`config.mk`:
```
export PLATFORM = sky130hd
export DESIGN_NAME = mmio_responder
export DESIGN_NICKNAME = d
export VERILOG_FILES = /design/src/rtl/mmio_responder_pkg.sv /design/src/rtl/mmio_timer.sv /design/src/rtl/mmio_responder.sv
export SDC_FILE = /design/constraint.sdc
export NUM_CORES = 1
export LEC_CHECK = 0
export ABC_AREA = 1
export ABC_CLOCK_PERIOD_IN_PS = 3700
export CAP_MARGIN = 15
export CORE_MARGIN = 3
export CORE_UTILIZATION = 57
export DETAILED_ROUTE_END_ITERATION = 7
export HOLD_SLACK_MARGIN = 0.05
export PLACE_DENSITY = 0.84
export RECOVER_POWER = 25
export SKIP_CTS_REPAIR_TIMING = 1
export SLEW_MARGIN = 10
export SYNTH_ARGS = -nofsm -noshare
export SYNTH_HDL_FRONTEND = slang
export SYNTH_SLANG_ARGS = --single-unit
```
`constraint.sdc`:
```
create_clock -name CLK -period 3.7 [get_ports CLK]
set_input_delay 1.11 -clock CLK [delete_from_list [all_inputs] [get_ports CLK]]
set_output_delay 1.11 -clock CLK [all_outputs]
set_load 0.02 [all_outputs]
```
`src/rtl/mmio_responder_pkg.sv`:
```
// mmio_responder_pkg: register offsets, CTRL bit positions and window decode helper
package mmio_responder_pkg;
  typedef enum logic [2:0] {
    OFF_LED, OFF_SW_LO, OFF_SW_HI, OFF_EDGE, OFF_RELOAD, OFF_COUNT, OFF_CTRL, OFF_HEX
  } reg_off_e;
  localparam int CTRL_EN = 0;
  localparam int CTRL_AUTO = 1;
  localparam int CTRL_IE = 2;
  localparam int CTRL_EXP = 7;
  function automatic logic win_hit(input logic [7:0] addr, input logic [7:0] base);
    return addr[7:3] == base[7:3];
  endfunction
endpackage

```
`src/rtl/mmio_timer.sv`:
```
// mmio_timer: prescaled down-counter with reload, expiry flag and interrupt
module mmio_timer import mmio_responder_pkg::*; #(
  parameter int PRESCALE = 16
) (
  input  logic       clk,
  input  logic       rst,
  input  logic       wr_reload,
  input  logic       wr_ctrl,
  input  logic [7:0] wdata,
  output logic [7:0] reload,
  output logic [7:0] count,
  output logic [7:0] ctrl,
  output logic       irq
);
  localparam int PW = PRESCALE > 1 ? $clog2(PRESCALE) : 1;
  localparam logic [PW-1:0] PMAX = PW'(PRESCALE - 1);
  logic [PW-1:0] pre;
  logic en, auto_rl, ie, exp, tick, expire, stop;
  assign tick = en && pre == PMAX;
  assign expire = tick && count == 8'h00;
  assign stop = !en || (wr_ctrl && !wdata[CTRL_EN]);
  always_ff @(posedge clk) begin
    if (rst) begin
      pre <= '0;
      reload <= 8'h00;
      count <= 8'h00;
      en <= 1'b0;
      auto_rl <= 1'b0;
      ie <= 1'b0;
      exp <= 1'b0;
    end else begin
      pre <= (stop || wr_reload || tick) ? '0 : pre + 1'b1;
      reload <= wr_reload ? wdata : reload;
      count <= wr_reload ? wdata : !tick ? count : count != 8'h00 ? count - 8'h01 : auto_rl ? reload : count;
      // a CTRL write in the expiring cycle overrides the one-shot auto-clear of EN
      en <= wr_ctrl ? wdata[CTRL_EN] : en & ~(expire & ~auto_rl);
      auto_rl <= wr_ctrl ? wdata[CTRL_AUTO] : auto_rl;
      ie <= wr_ctrl ? wdata[CTRL_IE] : ie;
      exp <= expire | (exp & ~(wr_ctrl & wdata[CTRL_EXP]));
    end
  end
  assign ctrl = {exp, 4'b0000, ie, auto_rl, en};
  assign irq = exp & ie;
endmodule

```
`src/rtl/mmio_responder.sv`:
```
// mmio_responder: 8-byte MMIO window with LED, switches, edge capture, hex latch and timer
module mmio_responder import mmio_responder_pkg::*; #(
  parameter logic [7:0] BASE = 8'hF0,
  parameter int PRESCALE = 16
) (
  input  logic       CLK,
  input  logic       RST,
  input  logic [7:0] MADDR,
  input  logic [7:0] DATA_O,
  input  logic       RD,
  input  logic       WR,
  input  logic [9:0] SW_IN,
  output logic [7:0] Q,
  output logic       SEL,
  output logic [7:0] LED,
  output logic [7:0] HEX_VAL,
  output logic       IRQ
);
  reg_off_e off;
  logic hit, wr_hit, rd_hit;
  logic [9:0] s1, s2;
  logic [7:0] s3, edges, rdata, reload, count, ctrl;
  assign off = reg_off_e'(MADDR[2:0]);
  assign hit = win_hit(MADDR, BASE);
  assign wr_hit = WR && hit;
  assign rd_hit = RD && hit;
  mmio_timer #(.PRESCALE(PRESCALE)) u_timer (
    .clk(CLK),
    .rst(RST),
    .wr_reload(wr_hit && off == OFF_RELOAD),
    .wr_ctrl(wr_hit && off == OFF_CTRL),
    .wdata(DATA_O),
    .reload(reload),
    .count(count),
    .ctrl(ctrl),
    .irq(IRQ)
  );
  always_comb begin
    rdata = 8'h00;
    case (off)
      OFF_LED:    rdata = LED;
      OFF_SW_LO:  rdata = s2[7:0];
      OFF_SW_HI:  rdata = {6'b000000, s2[9:8]};
      OFF_EDGE:   rdata = edges;
      OFF_RELOAD: rdata = reload;
      OFF_COUNT:  rdata = count;
      OFF_CTRL:   rdata = ctrl;
      OFF_HEX:    rdata = HEX_VAL;
      default:    rdata = 8'h00;
    endcase
  end
  always_ff @(posedge CLK) begin
    if (RST) begin
      s1 <= '0;
      s2 <= '0;
      s3 <= '0;
      edges <= '0;
      LED <= '0;
      HEX_VAL <= '0;
      Q <= '0;
      SEL <= 1'b0;
    end else begin
      s1 <= SW_IN;
      s2 <= s1;
      s3 <= s2[7:0];
      // new rising edges win over a same-cycle write-1-to-clear
      edges <= (s2[7:0] & ~s3) | (edges & ~((wr_hit && off == OFF_EDGE) ? DATA_O : 8'h00));
      LED <= (wr_hit && off == OFF_LED) ? DATA_O : LED;
      HEX_VAL <= (wr_hit && off == OFF_HEX) ? DATA_O : HEX_VAL;
      Q <= rd_hit ? rdata : 8'h00;
      SEL <= rd_hit;
    end
  end
endmodule

```
# Word-level counts from Yosys, hierarchy flattened
# Index checks and enable logic that the tools add are counted.
totals:
  ff_bits: 85
  output_inout_bits: 26
  elab_cells: 71
classes:
  add_sub_neg: 2
  n_eq_ne: 9
  mux: 7
  n_bitwise: 15
  n_reduce_logical: 23
op_table:
  columns: ["cell", "count"]
  rows:
  - ["$pmux 8 s8", 1]
  - ["$mux 8", 5]
  - ["$and 8x8->8", 2]
  - ["$not 8->8", 2]
  - ["$eq 3x3->1 const B", 4]
  - ["$logic_and 1x1->1", 10]
  - ["$logic_not 8->1", 1]
  - ["$or 8x8->8", 1]
  - ["$reduce_bool 8->1", 1]
  - ["$sub 8x1->8 const B", 1]
  - ["$eq 3x2->1 const B", 2]
  - ["$and 1x1->1", 5]
  - ["$eq 5x5->1 const B", 1]
  - ["$add 4x1->4 const B", 1]
  - ["$eq 4x4->1 const B", 1]
  - ["$not 1->1", 4]
  - ["$reduce_or 2->1", 2]
  - ["$eq 3x1->1 const B", 1]
  - ["$logic_not 3->1", 1]
  - ["$logic_or 1x1->1", 3]
  - ["$reduce_bool 3->1", 1]
  - ["$logic_not 1->1", 2]
  - ["$reduce_and 2->1", 1]
  - ["$reduce_bool 2->1", 1]
  - ["2 further kinds", 2]

# Depth between registers and ports, before layout
# Gate-level depths: netlist of run 1.
depth:
  depth_word: 8
  mapped_depth: 10
  ltp_nobuf: 10

# By module
# From an unflattened synthesis of run 1, not the netlist that was laid out.
hier_totals:
  cells_unflattened: 570
  hier_area_um2: 4006.3
by_module_without_submodules:
  columns: ["mod", "n_inst", "cells_per_inst", "area_per_inst_um2", "seq_area_each_um2"]
  rows:
  - ["mmio_responder", 1, 372, 2678.8, 1221.2]
  - ["mmio_timer", 1, 198, 1327.5, 480.5]

# Least setup slack after synthesis of run 1
# No wires, ideal clock.
synth_timing:
  kind: "input port to flip-flop"
  start: "in MADDR[3]"
  end: "reg LED[0]"
  setup_time_ns: 0.140
  t_arrival_ns: 1.982
  slack_ns: 1.578
  cell_stages: 9
  path_cell_list: "inv_1 > nand2_1 > nor2_2 > nand2_1 > inv_1 > buf_2 > nand2_1 > nand2_1 > a21oi_1"
synth_between:
  elab_chain_len: 3
synth_lines:
  columns: ["element", "line", "rtl"]
  rows:
  - ["start: declaration", "mmio_responder.sv:8", "input logic [7:0] MADDR,"]
  - ["$eq 5x5->1", "mmio_responder_pkg.sv:11", "return addr[7:3] == base[7:3];"]
  - ["$logic_and 1x1->1", "mmio_responder.sv:25", "assign wr_hit = WR && hit;"]
  - ["$logic_and 1x1->1", "mmio_responder.sv:68", "LED <= (wr_hit && off == OFF_LED) ? DATA_O : LED;"]
  - ["end signal: assignment", "mmio_responder.sv:68", null]
  - ["end: declaration", "mmio_responder.sv:15", "output logic [7:0] LED,"]
# No other way between the ends.
# A chain may end at the register's enable or synchronous reset.

# Worst setup path after layout of run 1
layout_timing:
  start: "in RST"
  end: "reg s1[0]"
layout_lines:
  columns: ["element", "line", "rtl"]
  rows:
  - ["start: declaration", "mmio_responder.sv:7", "input logic RST,"]
  - ["end signal: assignment", "mmio_responder.sv:54", "s1 <= '0;"]
  - ["end signal: assignment", "mmio_responder.sv:63", "s1 <= SW_IN;"]
  - ["end: declaration", "mmio_responder.sv:21", "logic [9:0] s1, s2;"]
# No word-level cell between the ends.

==> impl_metrics.ini, run 1 <==
[routing]
avgRoutedWirePerCell_microns = 14.3
dr_wl_met3_microns = 810
via_per_inst = 5.49
met2WireLength_microns = 4320
antenna_left = 0
first_pass_iters = 7
dr_total_vias = 3398
drc = 0
drtIter0Drc = 239
routed_wl_microns = 8830
wl_met1_microns = 3520
top_layer = met4

[floorplan]
placementRows = 28
die_area_sq_um = 7380
initial_core_util_pct = 60.0
fp.dieW_microns = 85.9
die_y_microns = 85.9
io_pins = 56
core_area_sq_um = 6060

[timing]
fmax_mhz = 333
finalCritPeriodShare_pct = 81.2
fin_crit_ns = 3.00
setup_viol = 0
hold_violations = 0
fin_skew_ns = 0.00866
final_max_slew_viol_count = 52
tightest_slew_ns = 2.19
relSlewSlack_pct = -46.3
rsz0062_at_grt = false
setup-tns-final_ns = 0

[critical_path]
rr_endpoint = u_timer.en
critical_path_class = in2reg
cp.arrival_ns = 3.17
critPathMaxFanout = 51
cp-end-kind = flip-flop
cp.required_ns = 3.86
rr_startpoint = u_timer.count[0]
r2r_cells = 9
rrSetupSlack_ns = 1.37
startpoint_type = primary input

[final_layout]
nNetsFinal = 572
postLayoutCellArea_sq_um = 4420
area_delta_synth_final_pct = 21.5
drive_above_1_share_pct = 10.7
multiInputGateArea_sq_um = 1590
diodes = 0
fillerInstances = 475
seqCellArea_sq_um = 1700
stdcell_count = 619

[power]
seqPwrFrac_pct = 55.1
p_leak_uw = 0.00178
ir_drop_uv = 299
switching_share_pct = 24.0
p_per_area_nw_per_um2 = 385
switching_power_uw = 408
p_int_uw = 1290
pwr-share-comb_pct = 6.3
power.share.clock_pct = 38.5

[clocking]
clockBufferDepth = 2
cts_sinks = 85
cts_buffers = 9
htreeDepth = 3
clockRootBuffer = clkbuf_8
clk_pin_slew_ns = 0.09
cts_tree = done
insertion_delay_ns = 0.36

[run_status]
violations = capacitance limit, slew limit
status = finished with violations

[yosys]
yosysWarnings = 0
synth_seq_area_share_pct = 46.8
synthArstFlopShare_pct = 0
avgSynthCellArea_sq_um = 7.50
synth_cells = 485
synth_top_area_share_pct = 46.8
synth_edf_count = 0
syn_nets = 518
netlist_area_sq_um = 3640
ys_seq_elements = 85
yosysUniqueCellTypes = 36
ys_top_cells_by_area = dfxtp_1 (47%), nor2_1 (7.8%), a21oi_1 (6.9%), nand2_1 (6.8%), nand3_1 (6.6%)
yosys.area.top_type = dfxtp_1
synthFlopType = dfxtp_1

[placed_design]
place_congestion = 0.914
place_hpwl_microns = 6440
portBuffers = 55
place_area_sq_um = 4230
dpl.cell_count = 603

[global_route]
grt_pass1_wl_microns = 14900
overflow = 0
grt.total_usage_pct = 25.2
grt_pass1_vias = 3264
grt_max_degree = 52
antenna_found_initial = 0

[hold_path]
whs_path_depth = 2
worstHoldStart = s1[9]
min_to = s2[9]
min_path_type = reg2reg

[run]
maxCapViolations = 1
## cell families (layout without fill, tap and decap cells)
group / count (synthesis) / in the layout / share of synthesized area, %
compound gates: 94 / 94 / 14.6
xor+xnor: 3 / 3 / 0.722
fa+ha+maj: 3 / 3 / 1.03
buf+inv: 86 / 145 / 9.49
flops: 85 / 85 / 46.8
simple gates: 214 / 214 / 27.3
## metal layers
metal / up-vias / global-route usage [%]
met4: 0 / 9.78
met2: 161 / 41.2
li1: 1668 / -
met3: 20 / 6.24
met5: - / 0
met1: 1549 / 32.0
## cells in the mapped netlist, types with 2 or more instances
master,count
nand3_4,2
ha_1,3
a21oi_1,50
xnor2_1,2
a21oi_2,5
a211oi_1,2
inv_1,60
nor3_2,3
o21ai_0,20
a31oi_1,2
inv_2,10
o22ai_1,7
dfxtp_1,85
nand2_1,66
buf_2,6
o2bb2ai_1,3
nor2_1,76
clkbuf_1,7
nand3_1,48
nor2_2,2
nand2_2,10
nand3_2,2
## critical path, cell delays in order
cell      delay (ns)
buf_2           0.29
clkbuf_1        1.61
nor2_1          0.13
## per-stage QoR
stage                     utilization (%)  hold WS, ns  setup WS [ns]  total power (uW)
final                                72.9        0.406          0.696              1700
after global routing                 72.9        0.431          0.441              1760
after CTS                            73.0        0.410          0.937              1710
after detailed placement             69.7        0.395          0.569              1070
after global placement               69.7        0.390          0.633              1060
after floorplan                         -        0.388           1.58              1010
## power groups by stage
stage               Clock, uW  Sequential [uW]  Combinational, uW
finish                    656              939                108
global route              702              941                120
CTS                       668              939                107
detailed placement          0              960                107
global placement            0              959                104
floorplan                   0              959               52.3
## registers in the layout, indices dropped and copies added, names as in the netlist, 8 cells and up
signal          cells
u_timer.count       8
Q                   8
HEX_VAL             8
s3                  8
s1                 10
LED                 8
s2                 10
edges               8
u_timer.reload      8
## placed cells by master (no fill, tap or decap), drive strengths merged
cell type      count
xnor2              2
nand4              1
nand3             52
nor3               3
o211ai             1
xor2               1
inv               74
bufinv             1
dfxtp             85
nand2             77
a22oi              1
nor2              80
a21oi             55
a31oi              2
o221ai             1
buf                2
o21ai             21
clkdlybuf4s50     54
a22o               1
o2bb2ai            3
a211oi             2
clkinv             3
clkbuf            11
o22ai              7
ha                 3
nor3b              1
## area by class of cell
type,count,area share [%]
clock buffers,10,2.89
repair buffers,57,12.6
well taps,75,2.12
inverters,72,6.29
clock inverters,6,1.59
flip-flops and latches,85,38.5
multi-input cells,314,36.0
## how the worst max path moves through the flow
stage                      end  slack [ns]  depth (start not counted)  startpoint
CTS                 HEX_VAL[5]        0.94                          8    MADDR[7]
finish                   s1[0]        0.70                          3         RST
global route             s3[4]        0.44                          3         RST
detailed placement  HEX_VAL[5]        0.57                          8    MADDR[7]
global placement    HEX_VAL[1]        0.63                          8    MADDR[7]
floorplan               LED[0]        1.58                          9    MADDR[3]
Note: power is estimated with default switching activity, not from simulation.
==> inputs of run 2 (changes only) <==
--- a/config.mk
+++ b/config.mk
@@ -6,13 +6,13 @@
 export NUM_CORES = 1
 export LEC_CHECK = 0
 export ABC_AREA = 1
-export ABC_CLOCK_PERIOD_IN_PS = 3700
+export ABC_CLOCK_PERIOD_IN_PS = 2900
 export CAP_MARGIN = 15
 export CORE_MARGIN = 3
-export CORE_UTILIZATION = 57
+export CORE_UTILIZATION = 53
 export DETAILED_ROUTE_END_ITERATION = 7
 export HOLD_SLACK_MARGIN = 0.05
-export PLACE_DENSITY = 0.84
+export PLACE_DENSITY = 0.79
 export RECOVER_POWER = 25
 export SKIP_CTS_REPAIR_TIMING = 1
 export SLEW_MARGIN = 10
==> constraint.sdc (replaced) <==
create_clock -name CLK -period 2.9 [get_ports CLK]
set_input_delay 0.87 -clock CLK [delete_from_list [all_inputs] [get_ports CLK]]
set_output_delay 0.87 -clock CLK [all_outputs]
set_load 0.02 [all_outputs]
==> impl_metrics.ini, run 2 (synthesis gave the netlist of run 1 again) <==
[global_route]
overflow = 0
grt_pass1_vias = 3145
grt_pass1_wl_microns = 14600
antenna_found_initial = 0
grt_max_degree = 26
grt.total_usage_pct = 24.2

[hold_path]
min_path_type = reg2reg

[power]
power.total_uw = 2150
ir_drop_uv = 388
p_leak_uw = 0.00180
p_per_area_nw_per_um2 = 482

[placed_design]
place_congestion = 0.947
dpl_worst_slack_ns = 0.189
portBuffers = 55
place_area_sq_um = 4270
place_hpwl_microns = 6670

[timing]
hold_violations = 0
final.setup.worst_slack_ns = 0.485
fmax_mhz = 414
rsz0062_at_grt = false
relSlewSlack_pct = 26.3
holdWs_ns = 0.406
setup_viol = 0
final_max_slew_viol_count = 0
fin_crit_ns = 2.41
setup-tns-final_ns = 0
fin_skew_ns = 0.00804
finalCritPeriodShare_pct = 83.3
tightest_slew_ns = 1.11

[routing]
routed_wl_microns = 8850
avgRoutedWirePerCell_microns = 14.1
dr_total_vias = 3352
antenna_left = 0
drc = 0
drtIter0Drc = 319
via_per_inst = 5.35
first_pass_iters = 5

[floorplan]
die_area_sq_um = 7900
die_y_microns = 88.9
core_area_sq_um = 6490
fp.dieW_microns = 88.9
io_pins = 56
initial_core_util_pct = 56.0
placementRows = 29

[clocking]
cts_tree = done
cts_sinks = 85
clockBufferDepth = 2
insertion_delay_ns = 0.37
cts_buffers = 9
clk_pin_slew_ns = 0.09
htreeDepth = 3
clockRootBuffer = clkbuf_8

[final_layout]
area_delta_synth_final_pct = 22.5
postLayoutCellArea_sq_um = 4460
top_regs = s1 (10), s2 (10)
diodes = 0
final_common_cell = dfxtp_1
drive_above_1_share_pct = 11.5
final_cell_mix = dfxtp_1 (85), nor2_1 (76), nand2_1 (66)
nNetsFinal = 578

[critical_path]
startpoint_type = primary input
cp_top_family = buffers and inverters
crit_chain = clkbuf_1 > clkbuf_1 > nor2_1
critPathMaxFanout = 25
cp.required_ns = 3.12
cp.arrival_ns = 2.63
cpMostUsedCell = clkbuf_1
cp_slowest_cell = clkbuf_1
path_buf_inv = 2
cp-end-kind = flip-flop
critical_path_class = in2reg
slowest_delay_ns = 0.84

[run_status]
status = completed

[run]
maxCapViolations = 0
[run 2: cell count changes in the layout (fill, tap and decap cells not counted)]
| cell | previous run | this run |
|---|---|---|
| buf_4 | 1 | 6 |
| buf_2 | 1 | 0 |
| clkinv_4 | 2 | 1 |
| clkbuf_1 | 2 | 3 |
| inv_8 | 0 | 2 |
| bufinv_16 | 1 | 0 |
| clkbuf_8 | 9 | 10 |
[run 2: cell type report]
type	instances	area, sq um
fillers	569	2040
flip-flops and latches	85	1700
multi-input cells	314	1590
repair buffers	63	597
inverters	72	278
clock buffers	10	138
well taps	77	96.3
clock inverters	6	53.8
[run 2: routing by layer]
| layer | track usage [%] | vias to the layer above | wire (microns) |
|---|---|---|---|
| met1 | 30.2 | 1543 | 3750 |
| met4 | 8.10 | 0 | 104 |
| met5 | 0 | - | 0 |
| met2 | 40.5 | 117 | 4360 |
| met3 | 6.42 | 12 | 634 |
| li1 | - | 1680 | - |
[run 2: worst paths after layout]
| check | start | endpoint | slack (ns) | depth (start not counted) |
|---|---|---|---|---|
| worst max-delay path | RST | s1[5] | 0.49 | 3 |
| worst min-delay path | s1[7] | s2[7] | 0.41 | 2 |
| worst max register to register | u_timer.count[0] | u_timer.en | 1.10 | 10 |
| worst min register to register | s1[7] | s2[7] | 0.41 | 2 |
[run 2: metrics by stage]
stage                     std cells  utilization, %
after floorplan                 485               -
after global placement          611            65.8
after detailed placement        611            65.8
after CTS                       627            68.7
after global routing            627            68.6
final                           627            68.6
[run 2: where the power goes]
group | switching, uW | internal (uW)
Clock | 459 | 352
Combinational | 81.9 | 58.4
Sequential | 8.94 | 1190
[run 2: tightest hold or removal path, delay by kind of cell, from the launching register on]
family | cells | cell delay, ns
buffers and inverters | 1 | 0.04
DFF | 1 | 0.31
and+or+nand+nor | 1 | 0.03
